===== config.mk =====
export PLATFORM = sky130hd
export DESIGN_NAME = if_id_stage_flat
export DESIGN_NICKNAME = d
export VERILOG_FILES = /design/src/rtl/if_id_stage_if.sv /design/src/rtl/if_id_stage.sv /design/src/flat_wrapper.sv
export SDC_FILE = /design/constraint.sdc
export NUM_CORES = 1
export LEC_CHECK = 0
export BUFFER_PORTS_ARGS = -buffer_cell sky130_fd_sc_hd__buf_2
export CORE_UTILIZATION = 50
export DETAILED_ROUTE_END_ITERATION = 12
export PLACE_DENSITY = 0.84
export SYNTH_ARGS = -nofsm -noshare
export SYNTH_HDL_FRONTEND = slang
export SYNTH_SLANG_ARGS = --single-unit

===== constraint.sdc =====
create_clock -name clk -period 3.7 [get_ports clk]
set_input_delay 0.37 -clock clk [delete_from_list [all_inputs] [get_ports clk]]
set_output_delay 0.37 -clock clk [all_outputs]
set_load 0.02 [all_outputs]

===== src/rtl/if_id_stage_if.sv =====
// Fetch-stage bus: hazard controls, instruction-memory port and IF/ID register outputs.
// master = the fetch stage, slave = hazard unit / imem / decode side.
interface if_id_stage_if #(
  parameter int CNT_W = 16
);
  logic             Stall;
  logic             Flush;
  logic [31:0]      BranchTarget;
  logic [31:0]      ImemData;
  logic [31:0]      ImemAddr;
  logic [31:0]      InstrID;
  logic [31:0]      PCID;
  logic [31:0]      PC4ID;
  logic             ValidID;
  logic [CNT_W-1:0] FlushCnt;
  logic [CNT_W-1:0] StallCnt;

  modport master (
    input  Stall, Flush, BranchTarget, ImemData,
    output ImemAddr, InstrID, PCID, PC4ID, ValidID, FlushCnt, StallCnt
  );

  modport slave (
    output Stall, Flush, BranchTarget, ImemData,
    input  ImemAddr, InstrID, PCID, PC4ID, ValidID, FlushCnt, StallCnt
  );
endinterface


===== src/rtl/if_id_stage.sv =====
// PC owner and IF/ID register; instruction at ImemAddr lands in ID one edge later.
// Stall freezes PC and IF/ID, Flush redirects and squashes (Flush wins over Stall).
module if_id_stage #(
  parameter logic [31:0] RESET_PC  = 32'h0000_0000,
  parameter logic [31:0] NOP_INSTR = 32'h0000_0013,
  parameter int          CNT_W     = 16
) (
  input  logic          clk,
  input  logic          rst,
  if_id_stage_if.master bus
);

  typedef enum logic {BOOT, FETCH} state_t;

  typedef struct packed {
    logic [31:0] instr;
    logic [31:0] pc;
    logic [31:0] pc4;
    logic        valid;
  } ifIdReg_t;

  state_t           stateQ, stateNext;
  logic [31:0]      pcQ, pcNext, pcPlus4, redirectPc;
  ifIdReg_t         ifIdQ, ifIdNext;
  logic             flushInc, stallInc;
  logic [CNT_W-1:0] flushCntQ, stallCntQ;

  assign pcPlus4    = pcQ + 32'd4;
  assign redirectPc = bus.BranchTarget & ~32'h0000_0003;

  // State register
  always_ff @(posedge clk) begin
    if (rst) stateQ <= BOOT;
    else     stateQ <= stateNext;
  end

  // Next-state logic: BOOT lasts exactly one cycle
  always_comb begin
    stateNext = stateQ;
    case (stateQ)
      BOOT:    stateNext = FETCH;
      FETCH:   stateNext = FETCH;
      default: stateNext = BOOT;
    endcase
  end

  // Output logic: next PC, next IF/ID contents and counter increments
  always_comb begin
    pcNext   = pcQ;
    ifIdNext = ifIdQ;
    flushInc = 1'b0;
    stallInc = 1'b0;
    case (stateQ)
      BOOT: begin
        ifIdNext.instr = NOP_INSTR;
        ifIdNext.valid = 1'b0;
        if (bus.Flush) begin
          pcNext   = redirectPc;
          flushInc = 1'b1;
        end
      end
      FETCH: begin
        if (bus.Flush) begin
          // Squash keeps the old PCID/PC4ID; only instr and valid change
          pcNext         = redirectPc;
          ifIdNext.instr = NOP_INSTR;
          ifIdNext.valid = 1'b0;
          flushInc       = 1'b1;
        end else if (bus.Stall) begin
          stallInc = 1'b1;
        end else begin
          pcNext         = pcPlus4;
          ifIdNext.instr = bus.ImemData;
          ifIdNext.pc    = pcQ;
          ifIdNext.pc4   = pcPlus4;
          ifIdNext.valid = 1'b1;
        end
      end
      default: ;
    endcase
  end

  always_ff @(posedge clk) begin
    if (rst) begin
      pcQ   <= RESET_PC;
      ifIdQ <= '{instr: NOP_INSTR, pc: 32'd0, pc4: 32'd0, valid: 1'b0};
    end else begin
      pcQ   <= pcNext;
      ifIdQ <= ifIdNext;
    end
  end

  // Saturating performance counters
  always_ff @(posedge clk) begin
    if (rst) begin
      flushCntQ <= '0;
      stallCntQ <= '0;
    end else begin
      if (flushInc && (flushCntQ != '1)) flushCntQ <= flushCntQ + 1'b1;
      if (stallInc && (stallCntQ != '1)) stallCntQ <= stallCntQ + 1'b1;
    end
  end

  assign bus.ImemAddr = pcQ;
  assign bus.InstrID  = ifIdQ.instr;
  assign bus.PCID     = ifIdQ.pc;
  assign bus.PC4ID    = ifIdQ.pc4;
  assign bus.ValidID  = ifIdQ.valid;
  assign bus.FlushCnt = flushCntQ;
  assign bus.StallCnt = stallCntQ;

endmodule


===== src/flat_wrapper.sv =====
// flat-port wrapper written by rule: the top's interface ports become plain ports
module if_id_stage_flat 
#(
  parameter logic [31:0] RESET_PC  = 32'h0000_0000,
  parameter logic [31:0] NOP_INSTR = 32'h0000_0013,
  parameter int          CNT_W     = 16
)
  (clk, rst, bus_Stall, bus_Flush, bus_BranchTarget, bus_ImemData, bus_ImemAddr, bus_InstrID, bus_PCID, bus_PC4ID, bus_ValidID, bus_FlushCnt, bus_StallCnt);
  if_id_stage_if #(.CNT_W(CNT_W)) bus_i ();
  input  logic clk;
  input  logic rst;
  input wire logic [$bits(bus_i.Stall)-1:0] bus_Stall;
  input wire logic [$bits(bus_i.Flush)-1:0] bus_Flush;
  input wire logic [$bits(bus_i.BranchTarget)-1:0] bus_BranchTarget;
  input wire logic [$bits(bus_i.ImemData)-1:0] bus_ImemData;
  output wire logic [$bits(bus_i.ImemAddr)-1:0] bus_ImemAddr;
  output wire logic [$bits(bus_i.InstrID)-1:0] bus_InstrID;
  output wire logic [$bits(bus_i.PCID)-1:0] bus_PCID;
  output wire logic [$bits(bus_i.PC4ID)-1:0] bus_PC4ID;
  output wire logic [$bits(bus_i.ValidID)-1:0] bus_ValidID;
  output wire logic [$bits(bus_i.FlushCnt)-1:0] bus_FlushCnt;
  output wire logic [$bits(bus_i.StallCnt)-1:0] bus_StallCnt;
  assign bus_i.Stall = bus_Stall;
  assign bus_i.Flush = bus_Flush;
  assign bus_i.BranchTarget = bus_BranchTarget;
  assign bus_i.ImemData = bus_ImemData;
  assign bus_ImemAddr = bus_i.ImemAddr;
  assign bus_InstrID = bus_i.InstrID;
  assign bus_PCID = bus_i.PCID;
  assign bus_PC4ID = bus_i.PC4ID;
  assign bus_ValidID = bus_i.ValidID;
  assign bus_FlushCnt = bus_i.FlushCnt;
  assign bus_StallCnt = bus_i.StallCnt;
  if_id_stage #(.RESET_PC(RESET_PC), .NOP_INSTR(NOP_INSTR), .CNT_W(CNT_W)) u_core (.clk(clk), .rst(rst), .bus(bus_i));
endmodule

==> flow_summary.yaml <==
clock_tree:
  cts_resized: 0
  tritoncts.num_buffers: 17
  clk_latency_ps: 420
  cts_max_level: 4
  cts_root_buffer: "clkbuf_16"
  clk_path_buf_depth: 2
  path_clk_slew_ps: 60
  clock_sinks: 156
  ctsHoldBuffers: 0
  post_cts_buffers: 0
  cts_tree: "built"
critical_path:
  startpoint_type: "flip-flop"
  end_kind: "flip-flop"
  cp.arrival_ps: 2840
  cp_data_required_time_ps: 3980
  ff2ff_path_depth: 4
  worstSetupPathType: "flip-flop to flip-flop"
  cp_max_fo: 11
placement:
  dpl_cell_area_um2: 8360
  port_buffers: 220
  gp_congestion: 0.898
  dp_hpwl_um: 14100
  dp_slack_ps: 1230
die:
  die_h_um: 123
  core-area_um2: 14000
  chipWidth_um: 123
  rows: 43
  die_area_um2: 15000
  initial_utilization_pct: 51.8
  io_pins: 229
yosys:
  yosys.area.top_type: "dfxtp_1"
  syn_area_um2: 7270
  synth_edf_count: 0
  yosysUniqueCellTypes: 61
  avgSynthCellArea_um2: 8.29
  ys_seq_elements: 156
  synth_top_area_share_pct: 42.9
  ys_seq_area_share_pct: 42.9
  synthArstFlopShare_pct: 0
  synthTopCellsByArea: "dfxtp_1 (43%), nand2_1 (5.7%), mux2i_1 (4.8%)"
  synth_ff_type: "dfxtp_1"
  synthCells: 877
  synth_warnings: 0
cells_and_area:
  fill_cells: 1227
  syn_to_final_growth_pct: 24.0
  final_cell_mix: "buf_2 (219), dfxtp_1 (156), nand2_1 (111)"
  final_common_cell: "buf_2"
  drive_gt1_share_pct: 26.2
  final_area_um2: 9020
  diodes: 0
  multiInputGateArea_um2: 3780
  fin_nets: 1121
  regArea_um2: 3120
pwr:
  irDropWorstVdd_mv: 0.430
  powerDensity_nw_per_um2: 462
  p_leak_nw: 3.71
worst_hold_path:
  hold_path_class: "primary input to flip-flop"
  min_path_cells: 3
global_routing:
  met3_usage_pct: 7.57
  grt-ovfl-total: 0
  grt-busiest-layer: "met2"
  grt_pass1_wl_um: 32500
  grt_max_degree: 85
  antenna_found_initial: 0
  grt_use_total_pct: 27.6
  grt_pass1_vias: 6413
  use_met2_pct: 43.6
  grt.met1_usage_pct: 36.2
run:
  cap_violations: 0
timing:
  slew_headroom_pct: 41.1
  whs_ps: 154
  period_minus_slack_ps: 2550
  max_freq_mhz: 392
  setup_tns_ps: 0
  final-setup-viol-count: 0
  worst_slew_pin_slew_ps: 883
  grt_setup_unrepaired: "no"
  fin_skew_ps: 9.28
  timing.final.crit_share_pct: 69.0
  hold_violations: 0
  setup_slack_ps: 1150
  maxSlewViolCount: 0
routing:
  wl_per_cell_um: 16.8
  ant_nets: 0
  vias: 7325
  wl_um: 20900
  drt-vias-per-instance: 5.89
  drtIter0Drc: 754
  drcViolationCount: 0
  dr.pass1.iters: 5
run_status:
  outcome: "completed"
## synthesized netlist by cell type (all sizes together) (2+ instances only)
library cell	instances
nand2	111
and2	6
nand2b	6
clkbuf	52
buf	31
xor2	5
o311ai	9
a21oi	69
o31a	3
nor2	70
or4	22
xnor2	16
dfxtp	156
or3b	2
inv	10
or3	23
nor3	17
and3	7
nor4	14
a21boi	2
a31oi	15
o31ai	14
nor2b	10
and4	10
nand3	29
nor3b	3
nand4	25
a221oi	2
mux2i	35
ha	3
o41ai	2
o211ai	6
o2111ai	4
a311oi	9
a211oi	16
o21ai	39
mux2	9
## path summary, 6_finish.rpt
check,startpoint,endpoint,slack (ps)
max,u_core.bus.ImemAddr[4],u_core.bus.ImemAddr[19],1150
min,bus_ImemData[4],u_core.bus.InstrID[4],150
max reg2reg,u_core.bus.ImemAddr[4],u_core.bus.ImemAddr[19],1150
min reg2reg,u_core.bus.ValidID,u_core.bus.ValidID,440
## per-layer routing
layer	wire length (um)	vias up
met5	0	-
met4	404	0
met3	1910	38
met2	9890	346
met1	8700	3413
li1	-	3528
## area by class of cell
cell class,count,share of cell area [%]
clock buffers,22,5.26
clock inverters,10,2.07
inverters,11,0.458
multi-input cells,632,41.9
flip-flops and latches,156,34.6
well taps,180,2.50
repair buffers,232,13.2
## power by group
group | leakage (nW) | switching (mW) | internal, mW
logic | 2.12 | 0.254 | 0.147
clock network | 0.313 | 0.694 | 1.25
registers | 1.27 | 0.0817 | 1.74
total | 3.71 | 1.03 | 3.14
## through the flow
stage          total power [mW]  std cells  util [%]
3_5_place_dp               2.25       1211      59.5
5_1_grt                    4.31       1243      64.2
3_3_place_gp               2.24       1211      59.5
6_report                   4.17       1243      64.2
2_1_floorplan              2.10        882         -
4_1_cts                    4.18       1243      64.2
## worst max-delay path, cell delays in order (launching register included)
cell       delay (ps)
dfxtp_1           520
nand4_1           500
nor4_2            830
a211oi_1          160
a2111oi_0         410
## state kept, by name, indices dropped and copies added, names as in the netlist
name,cells
u_core.bus.InstrID,32
u_core.stateQ,1
u_core.bus.PC4ID,30
u_core.bus.StallCnt,16
u_core.bus.PCID,30
u_core.bus.ImemAddr,30
u_core.bus.FlushCnt,16
u_core.bus.ValidID,1
## cells by family (layout without fill, tap and decap cells)
logic type / count (synthesis) / count (layout) / synth area share [%]
and+or+nand+nor: 360 / 360 / 25.2
other: 1 / 6 / 0.0516
adders and majority gates: 3 / 3 / 0.516
muxes: 44 / 44 / 6.21
buffers and inverters: 94 / 275 / 5.45
AOI/OAI and AO/OA: 198 / 198 / 17.1
xor gates and xnor gates: 21 / 21 / 2.53
DFF: 156 / 156 / 42.9
(Power assumes the default switching activity.)
